--- src/rtl/conf_int_mul_iter_hs.sv ---
// Iterative shift-add multiplier with valid/ready handshakes on both sides.
// Operands keep OP_BITWIDTH significant bits; one partial product is added per cycle.
module conf_int_mul_iter_hs #(
  parameter int OP_BITWIDTH        = 16,
  parameter int DATA_PATH_BITWIDTH = 16
) (
  input  logic                            clk,
  input  logic                            rst,
  input  logic                            in_valid,
  output logic                            in_ready,
  input  logic [DATA_PATH_BITWIDTH-1:0]   a,
  input  logic [DATA_PATH_BITWIDTH-1:0]   b,
  input  logic                            signed_mode,
  output logic                            out_valid,
  input  logic                            out_ready,
  output logic [2*DATA_PATH_BITWIDTH-1:0] d,
  output logic [1:0]                      dbg_state
);

  localparam int DW = DATA_PATH_BITWIDTH;
  localparam int M  = DW - OP_BITWIDTH;
  localparam int CW = $clog2(DW + 1);

  localparam logic [DW-1:0] KEEP = {DW{1'b1}} << M;

  localparam logic [1:0] IDLE = 2'd0;
  localparam logic [1:0] CALC = 2'd1;
  localparam logic [1:0] FIX  = 2'd2;
  localparam logic [1:0] DONE = 2'd3;

  // Handshake: a transfer happens on a rising edge where valid && ready are
  // both high. in_ready is high only in IDLE (never during reset); out_valid
  // stays high with d frozen until out_ready is seen, and nothing is queued.

  logic [1:0]      state;
  logic [2*DW-1:0] mcand;
  logic [DW-1:0]   mplier;
  logic [2*DW-1:0] acc;
  logic [CW-1:0]   cnt;
  logic            neg;

  logic [DW-1:0]   a_m, b_m, a_mag, b_mag;
  logic            neg_in;

  assign in_ready  = (state == IDLE) && !rst;
  assign dbg_state = state;

  // Magnitudes are DW-bit unsigned, so the most negative value maps to 2^(DW-1).
  always_comb begin
    a_m    = a & KEEP;
    b_m    = b & KEEP;
    neg_in = signed_mode && (a_m[DW-1] ^ b_m[DW-1]);
    a_mag  = a_m;
    b_mag  = b_m;
    if (signed_mode && a_m[DW-1]) a_mag = -a_m;
    if (signed_mode && b_m[DW-1]) b_mag = -b_m;
  end

  always_ff @(posedge clk) begin
    if (rst) begin
      state     <= IDLE;
      out_valid <= 1'b0;
      d         <= '0;
      acc       <= '0;
      cnt       <= '0;
      mcand     <= '0;
      mplier    <= '0;
      neg       <= 1'b0;
    end else begin
      case (state)
        IDLE: begin
          if (in_valid && in_ready) begin
            mcand  <= {{DW{1'b0}}, a_mag};
            mplier <= b_mag;
            acc    <= '0;
            cnt    <= '0;
            neg    <= neg_in;
            state  <= CALC;
          end
        end
        CALC: begin
          if (mplier[0]) acc <= acc + mcand;
          mcand  <= mcand << 1;
          mplier <= mplier >> 1;
          cnt    <= cnt + CW'(1);
          if (cnt == CW'(DW - 1)) state <= FIX;
        end
        FIX: begin
          d         <= neg ? -acc : acc;
          out_valid <= 1'b1;
          state     <= DONE;
        end
        DONE: begin
          if (out_ready) begin
            out_valid <= 1'b0;
            state     <= IDLE;
          end
        end
        default: state <= IDLE;
      endcase
    end
  end

endmodule
--- config.mk ---
export PLATFORM = sky130hd
export DESIGN_NAME = conf_int_mul_iter_hs
export DESIGN_NICKNAME = d
export VERILOG_FILES = /design/src/rtl/conf_int_mul_iter_hs.sv
export SDC_FILE = /design/constraint.sdc
export NUM_CORES = 1
export LEC_CHECK = 0
export ABC_AREA = 1
export BUFFER_PORTS_ARGS = -buffer_cell sky130_fd_sc_hd__clkbuf_2
export CAP_MARGIN = 15
export CORE_MARGIN = 2
export CORE_UTILIZATION = 55
export DETAILED_ROUTE_END_ITERATION = 10
export PLACE_DENSITY = 0.75
export SYNTH_ARGS = -nofsm -noshare
export SYNTH_HDL_FRONTEND = slang
export SYNTH_SLANG_ARGS = --single-unit
--- constraint.sdc ---
create_clock -name clk -period 4.4 [get_ports clk]
set_clock_uncertainty 0.05 [all_clocks]
set_input_delay 0.88 -clock clk [delete_from_list [all_inputs] [get_ports clk]]
set_output_delay 0.88 -clock clk [all_outputs]
set_load 0.02 [all_outputs]
# After elaboration in Yosys (flattened, before gate mapping)
# Index checks and enable logic that the tools add are counted.
# word_totals
ff_bits,121
latch_bits,0
ram_bits,0
romBits,0
output_inout_bits,36
word_cells,54
mem_count,0
# classes
n_addsub,5
mul,0
n_div,0
n_lt_le_gt_ge,0
eq_ne,8
n_shift,0
mux,18
n_bitwise,1
n_reduce_logical,14
# ops
operator,count
$mux 32,4
$pmux 32 s2,2
$mux 16,3
$add 32x32->32,1
$neg 16->16,2
$neg 32->32,1
$pmux 16 s2,1
$pmux 5 s2,1
$pmux 2 s4,1
$mux 2,3
$ne 2x2->1 const B,3
$reduce_and 2->1,3
$reduce_and 3->1,2
$add 5x1->5 const B,1
$eq 5x4->1 const B,1
$logic_and 1x1->1,5
$mux 5,1
$eq 2x2->1 const B,2
$reduce_bool 2->1,2
$eq 2x1->1 const B,1
$logic_not 2->1,1
$ne 2x1->1 const B,1
$pmux 1 s2,1
$logic_not 1->1,1
other kinds (2),2

# Logic depth before layout (Yosys ltp)
# Gate-level depths: netlist of the first run.
# depth
word_depth,5
mapped_depth,13
ltp_nobuf,13

# Least setup slack after synthesis of the first run
# No wires, ideal clock.
# synth_timing
path_type,input-to-output
from,in rst
to,out in_ready
arrival_time_ns,1.579
path_slack_ns,1.891
stages,3
path_cell_list,clkbuf_1 clkbuf_1 nor2_1
# synth_between
elab_chain_cells,2
# synth_rtl
element,line,source
"start, declared",8,"input logic rst,"
$logic_not 1->1,45,assign in_ready = (state == IDLE) && !rst;
$logic_and 1x1->1,45,
"end, declared",10,"output logic in_ready,"
# No other way between the ends.

# Worst setup path in the final report of the first run
# layout_timing
from,reg state[1] (netlist: dbg_state[1])
to,reg acc[21]
# layout_between
elab_chain_cells,5
# layout_rtl
element,line,source
"start, declared",35,logic [1:0] state;
"start signal, assigned",61,state <= IDLE;
"start signal, assigned",78,state <= CALC;
"start signal, assigned",86,if (cnt == CW'(DW - 1)) state <= FIX;
$logic_not 2->1,"45, 70",
$logic_and 1x1->1,45,
$logic_and 1x1->1,72,if (in_valid && in_ready) begin
$ne 2x1->1 (no line),-,
$reduce_and 3->1 (no line),-,
"end signal, assigned",82,if (mplier[0]) acc <= acc + mcand;
"end, declared",38,logic [2*DW-1:0] acc;
# Several ways; a longest one is shown, not always the timed one.
# A chain may end at the register's enable or synchronous reset.

==> impl_metrics.json, run 1 <==
{
  "status": "finished clean",
  "fmax_ghz": 0.347,
  "avgViaCountPerCell": 5.25,
  "area_growth_pct": 12.3,
  "antenna_found_initial": 0,
  "grt_pass1_vias": 7764,
  "worstSetupStartpointType": "register",
  "crit_required_ns": 4.70,
  "rsz0062_at_grt": "false",
  "clock_path_buffers": 2,
  "wl_per_cell_um": 13.2,
  "max_slew_margin_pct": 30.5,
  "fin_ws_ns": 1.52,
  "syn_nets": 1513,
  "slew_viol_final": 0,
  "yosys_warnings": 0,
  "die_y_um": 129,
  "p_int_uw": 2650,
  "io_pins": 73,
  "gp_congestion": 0.950,
  "hp-class": "reg2reg",
  "clkPwrFrac_pct": 33.9,
  "grt_pass1_wl_um": 37700,
  "setup.worst_path.class": "reg2reg",
  "worst_pin_slew_ns": 1.04,
  "fp.dieArea_sq_um": 16700,
  "cts_tree": "done",
  "dp_hpwl_um": 16600,
  "ys_seq_elements": 121,
  "fp.coreArea_sq_um": 15300,
  "fin_crit_sh_pct": 65.4,
  "clock-sinks": 121,
  "slowest_delay_ns": 0.72,
  "row_count": 45,
  "maxCapViolations": 0,
  "switching_share_pct": 38.1,
  "syn_area_sq_um": 8620,
  "pwr-share-seq_pct": 33.8,
  "final_common_cell": "nand2_1",
  "dp_slack_ns": 1.43,
  "clockRootBuffer": "clkbuf_16",
  "synthMuxAreaShare_pct": 0,
  "crit_top_cell": "inv_1",
  "synthCells": 1434,
  "gr-total-overflow": 0,
  "ant_nets": 0,
  "syn_avg_cell_area_sq_um": 6.01,
  "insertion_delay_ns": 0.43,
  "synth_ff_type": "dfxtp_1",
  "initial_core_util_pct": 56.5,
  "cp_slowest_cell": "inv_1",
  "nNetsFinal": 1564,
  "synth_compound_area_share_pct": 16.2,
  "synth.distinct_cells": 43,
  "seq_area_frac_synth_pct": 28.1,
  "route.detailed.drc": 0,
  "numPortBuffers": 72,
  "gr-usage-all-layers_pct": 28.0,
  "firstDrtPassIters": 5,
  "die_x_um": 129,
  "irDropWorstVdd_uv": 323,
  "synthSimpleGateAreaFrac_pct": 35.4,
  "layout-drive-gt1-share_pct": 9.55,
  "cts.clk_slew.worst_paths_ns": 0.06,
  "setup_tns_ns": 0,
  "synth_enable_flop_cells": 0,
  "hold_viol": 0,
  "numCtsBuffers": 17,
  "post_cts_resized": 0,
  "wl_um": 22500,
  "leakage_uw": 0.00496,
  "critPathArrivalTime_ns": 3.18,
  "path_cells": "inv_1 > ha_1 > buf_4 > inv_4 > nor2_1 > a21oi_2 > o21a_4 > inv_1 > nand2_1 > a21oi_1",
  "synth_top_family_by_area": "simple AND/OR/NAND/NOR gates",
  "endpoint_kind": "register",
  "hold_buffers": 0,
  "ctsHtreeMaxLevel": 4,
  "async_flop_share_pct": 0,
  "grt_max_degree": 83,
  "p_comb_share_pct": 32.3,
  "synthAdderAreaFrac_pct": 6.18,
  "finalPower_uw": 4280,
  "switchingPower_uw": 1630,
  "critPathMaxFanout": 42,
  "synthXorXnorAreaFrac_pct": 2.44,
  "postCtsSetupBuffers": 0,
  "setup_viol": 0,
  "vias": 8965,
  "n_antenna_cell": 0,
  "initialDrtViolationCount": 909,
  "final_cell_mix": "nand2_1 (437), inv_1 (203), a21oi_1 (149), nor2_1 (143), dfxtp_1 (121)",
  "period_needed_ns": 2.88,
  "p_per_area_nw_per_um2": 442
}
==> state kept, by name, indices dropped and copies added (netlist names) <==
name / cells
out_valid: 1
neg: 1
mplier: 16
cnt: 5
d: 32
dbg_state: 2
mcand: 32
acc: 32
==> cell usage after synthesis, types with 5 or more instances <==
cell type	number	area, sq um
a21oi_1	149	746
buf_2	16	80.1
clkbuf_1	25	93.8
dfxtp_1	121	2420
ha_1	41	513
inv_1	203	762
nand2_1	437	1640
nand2_2	5	31.3
nand3_1	94	470
nand3b_1	6	45.0
nand4_1	10	62.6
nor2_1	143	537
nor2_2	5	31.3
nor3_1	14	70.1
o211ai_1	10	75.1
o21ai_0	70	350
o21ai_1	7	35.0
o221ai_1	5	43.8
or2_2	8	50.1
xnor2_1	5	43.8
xor2_1	19	166
==> metrics by stage <==
stage,instance area [sq um],util [%],std cells,hold WS (ns)
2_1_floorplan,8620,-,1434,0.395
3_3_place_gp,9070,59.5,1677,0.403
3_5_place_dp,9070,59.5,1677,0.409
4_1_cts,9680,63.4,1708,0.419
5_1_grt,9680,63.4,1708,0.444
6_report,9680,63.4,1708,0.418
==> metal layers <==
metal	track usage (%)	vias up	wire length [um]
met1	41.8	4009	11100
met3	4.62	26	1500
met5	0	-	0
met4	6.20	0	215
met2	42.2	249	9660
li1	-	4681	-
==> worst paths after layout <==
kind / to / cells past startpoint / slack (ns) / start
worst max-delay path: acc[21]$_SDFFE_PP0P_ / 10 / 1.52 / dbg_state[1]$_SDFFE_PP0P_
worst max register to register: acc[21]$_SDFFE_PP0P_ / 10 / 1.52 / dbg_state[1]$_SDFFE_PP0P_
worst min-delay path: mplier[14]$_SDFFE_PP0P_ / 2 / 0.42 / mplier[14]$_SDFFE_PP0P_
worst min register to register: mplier[14]$_SDFFE_PP0P_ / 2 / 0.42 / mplier[14]$_SDFFE_PP0P_
==> power by group through the flow <==
stage               Clock, uW  Combinational [uW]  Sequential [uW]
global placement            0                1360             1460
detailed placement          0                1380             1460
floorplan                   0                 939             1560
finish                   1450                1380             1450
global route             1510                1560             1470
CTS                      1460                1380             1440
==> cells by family (layout without fill, tap and decap cells) <==
logic type / Yosys count / in the layout
compound gates: 260 / 260
simple gates: 733 / 733
xor+xnor: 24 / 24
buf+inv: 254 / 317
flops: 121 / 121
fa+ha+maj: 42 / 42
==> worst max-delay path: cells and delay by family, from the launching register on <==
family	cells	cell delay, ns
DFF	1	0.34
adders and majority gates	1	0.37
buffers and inverters	4	1.31
and+or+nand+nor	2	0.32
AOI/OAI and AO/OA	3	0.39
==> layout make-up <==
type,count,area [sq um]
Fill cell,1479,5580
Multi-Input combinational cell,1059,5190
Sequential cell,121,2420
Inverter,208,786
Clock buffer,18,439
Timing Repair Buffer,78,405
Tap cell,211,264
Clock inverter,13,169
(Power assumes the default switching activity.)
==> run 2, diff against run 1 <==
==> constraint.sdc (replaced) <==
create_clock -name clk -period 2.85 [get_ports clk]
set_clock_uncertainty 0.05 [all_clocks]
set_input_delay 0.57 -clock clk [delete_from_list [all_inputs] [get_ports clk]]
set_output_delay 0.57 -clock clk [all_outputs]
set_load 0.02 [all_outputs]
==> run 2 against run 1 <==
  * Critical path depth is 2 higher
  * Setup slack worse by 0.91 ns
  * Via count is 0.38% higher
  * Routed wire length is 1.0% higher
  * Worst hold slack worse by 0.064 ns
  * Total power is 55% higher
  * Global-route usage is 0.057 points lower
  * Register-to-register slack worse by 0.91 ns
  * Count of clock-buffer cells in the layout is 3 higher
  * Die area stayed put
  * Combinational power is 59% higher
  * Core utilization is 0.22 points higher
  * Largest power group unchanged
==> impl_metrics.json, run 2 (synthesis results as in run 1) <==
{
  "path_depth": 12,
  "use_met2_pct": 43.2,
  "critical_path_buf_inv_count": 1,
  "fp.coreArea_sq_um": 15300,
  "clockRootBuffer": "clkbuf_16",
  "rsz0062_at_grt": "false",
  "setup_viol": 0,
  "ctsHtreeMaxLevel": 4,
  "use_met3_pct": 6.11,
  "crit_top_cell": "nand2_1",
  "crit_required_ns": 3.14,
  "hold_buffers": 0,
  "busiest_layer": "met2",
  "die_y_um": 129,
  "placed_cells": 1683,
  "area_growth_pct": 12.7,
  "grt_pass1_vias": 7819,
  "cts.clk_slew.worst_paths_ns": 0.06,
  "crit_end": "acc[31]$_SDFFE_PP0P_",
  "p_per_area_nw_per_um2": 681,
  "initial_core_util_pct": 56.5,
  "switchingPower_uw": 2490,
  "fill_cells": 1484,
  "clock-sinks": 121,
  "setup_tns_ns": 0,
  "critPathArrivalTime_ns": 2.53,
  "r2r_end": "acc[31]$_SDFFE_PP0P_",
  "numPortBuffers": 72,
  "maxCapViolations": 0,
  "final_cell_mix": "nand2_1 (437), inv_1 (203), a21oi_1 (149), nor2_1 (143), dfxtp_1 (121)",
  "dp_hpwl_um": 16900,
  "gr-usage-all-layers_pct": 27.9,
  "post_cts_resized": 0,
  "worst_pin_slew_ns": 0.934,
  "row_count": 45,
  "n_antenna_cell": 0,
  "r2r_cells": 12,
  "irDropWorstVdd_uv": 458,
  "postCtsSetupBuffers": 0,
  "finalPower_uw": 6610,
  "path_cells": "ha_1 > nand2_1 > inv_1 > a21oi_1 > nand2_1 > nand2_1 > nand2_2 > nand2_1 > nand2_1 > nand2_1 > nand3_1 > a21oi_1",
  "cp_top_family": "simple AND/OR/NAND/NOR gates",
  "hold_start": "out_ready",
  "vias": 8999,
  "ant_nets": 0,
  "clock_path_buffers": 2,
  "p_comb_share_pct": 33.1,
  "io_pins": 73,
  "final_common_cell": "nand2_1",
  "multi_input_area_sq_um": 5190,
  "slew_viol_final": 0,
  "cp_slowest_cell": "dfxtp_1",
  "seqCellArea_sq_um": 2420,
  "endpoint_kind": "register",
  "grt_pass1_wl_um": 37500,
  "antenna_found_initial": 0,
  "route.detailed.drc": 0,
  "hold_viol": 0,
  "critPathMaxFanout": 7,
  "pwr-share-seq_pct": 33.7,
  "finalNonFillerCells": 1715,
  "max_slew_margin_pct": 37.7,
  "gp_congestion": 0.991,
  "reg2reg_from": "acc[5]$_SDFFE_PP0P_",
  "gr-total-overflow": 0,
  "fin_crit_sh_pct": 78.6,
  "fmax_ghz": 0.446,
  "startpoint": "acc[5]$_SDFFE_PP0P_",
  "insertion_delay_ns": 0.43,
  "hp-class": "in2reg",
  "grt_max_degree": 82,
  "clkPwrFrac_pct": 33.2,
  "cts_tree": "done",
  "fin_ws_ns": 0.610,
  "avgViaCountPerCell": 5.25,
  "numCtsBuffers": 17,
  "wl_per_cell_um": 13.2,
  "period_needed_ns": 2.24,
  "worstSetupStartpointType": "register",
  "wl_um": 22700,
  "p_int_uw": 4120,
  "r2r_setup_slack_ns": 0.61,
  "grtUsageMet1_pct": 39.8,
  "firstDrtPassIters": 6,
  "initialDrtViolationCount": 758,
  "fp.dieArea_sq_um": 16700,
  "nNetsFinal": 1570,
  "setup.worst_path.class": "reg2reg",
  "switching_share_pct": 37.7,
  "slowest_delay_ns": 0.54,
  "die_x_um": 129,
  "top_regs": "acc: 32 flops, d: 32 flops, mcand: 32 flops",
  "post-route-util_pct": 63.7,
  "status": "finished clean",
  "layout-drive-gt1-share_pct": 9.77,
  "dp_slack_ns": 0.643,
  "leakage_uw": 0.00498
}
[run 2: changes by cell type in the layout (fill, tap and decap cells not counted), sizes merged]
cell,before,now
inv,211,209
buf,6,12
clkinvlp,3,2
clkbuf,90,93
clkinv,4,5
[run 2: tightest hold or removal path, stage by stage]
cell	delay [ns]
clkbuf_2	0.07
inv_1	0.04
nand2_1	0.05
a21oi_1	0.05
[run 2: cell type report]
cell class                 count  area share (%)
multi-input combinational   1059            53.5
sequential                   121            24.9
inverter                     208            8.09
clock buffer                  21            4.64
timing repair buffer          84            4.64
tap                          211            2.72
clock inverter                11            1.51
[run 2: worst min-delay path by stage]
| stage | endpoint | cells past startpoint |
|---|---|---|
| after global placement | mplier[9]$_SDFFE_PP0P_ | 2 |
| after CTS | out_valid$_SDFFE_PP0P_ | 4 |
| after detailed placement | mplier[14]$_SDFFE_PP0P_ | 2 |
| after floorplan | mplier[3]$_SDFFE_PP0P_ | 2 |
| after global routing | out_valid$_SDFFE_PP0P_ | 4 |
| final | out_valid$_SDFFE_PP0P_ | 4 |
[run 2: power by group through the flow]
stage	clock network, uW	registers (uW)	logic (uW)
4_1_cts	2230	2230	2180
3_3_place_gp	0	2250	2140
5_1_grt	2310	2270	2450
6_report	2200	2230	2190
2_1_floorplan	0	2400	1450
3_5_place_dp	0	2260	2170
[run 2: metal layers]
layer	share of wire, %	wire, um	vias up
met3	6.1	1390	23
met4	1.1	261	0
met2	44	9930	234
li1	-	-	4690
met1	49	11100	4052
met5	0	0	-
[run 2: stage by stage]
stage / hold slack, ns / cell area (sq um)
after floorplan: 0.395 / 8620
after global placement: 0.405 / 9120
after detailed placement: 0.406 / 9120
after global routing: 0.371 / 9710
final: 0.354 / 9710
after CTS: 0.341 / 9710
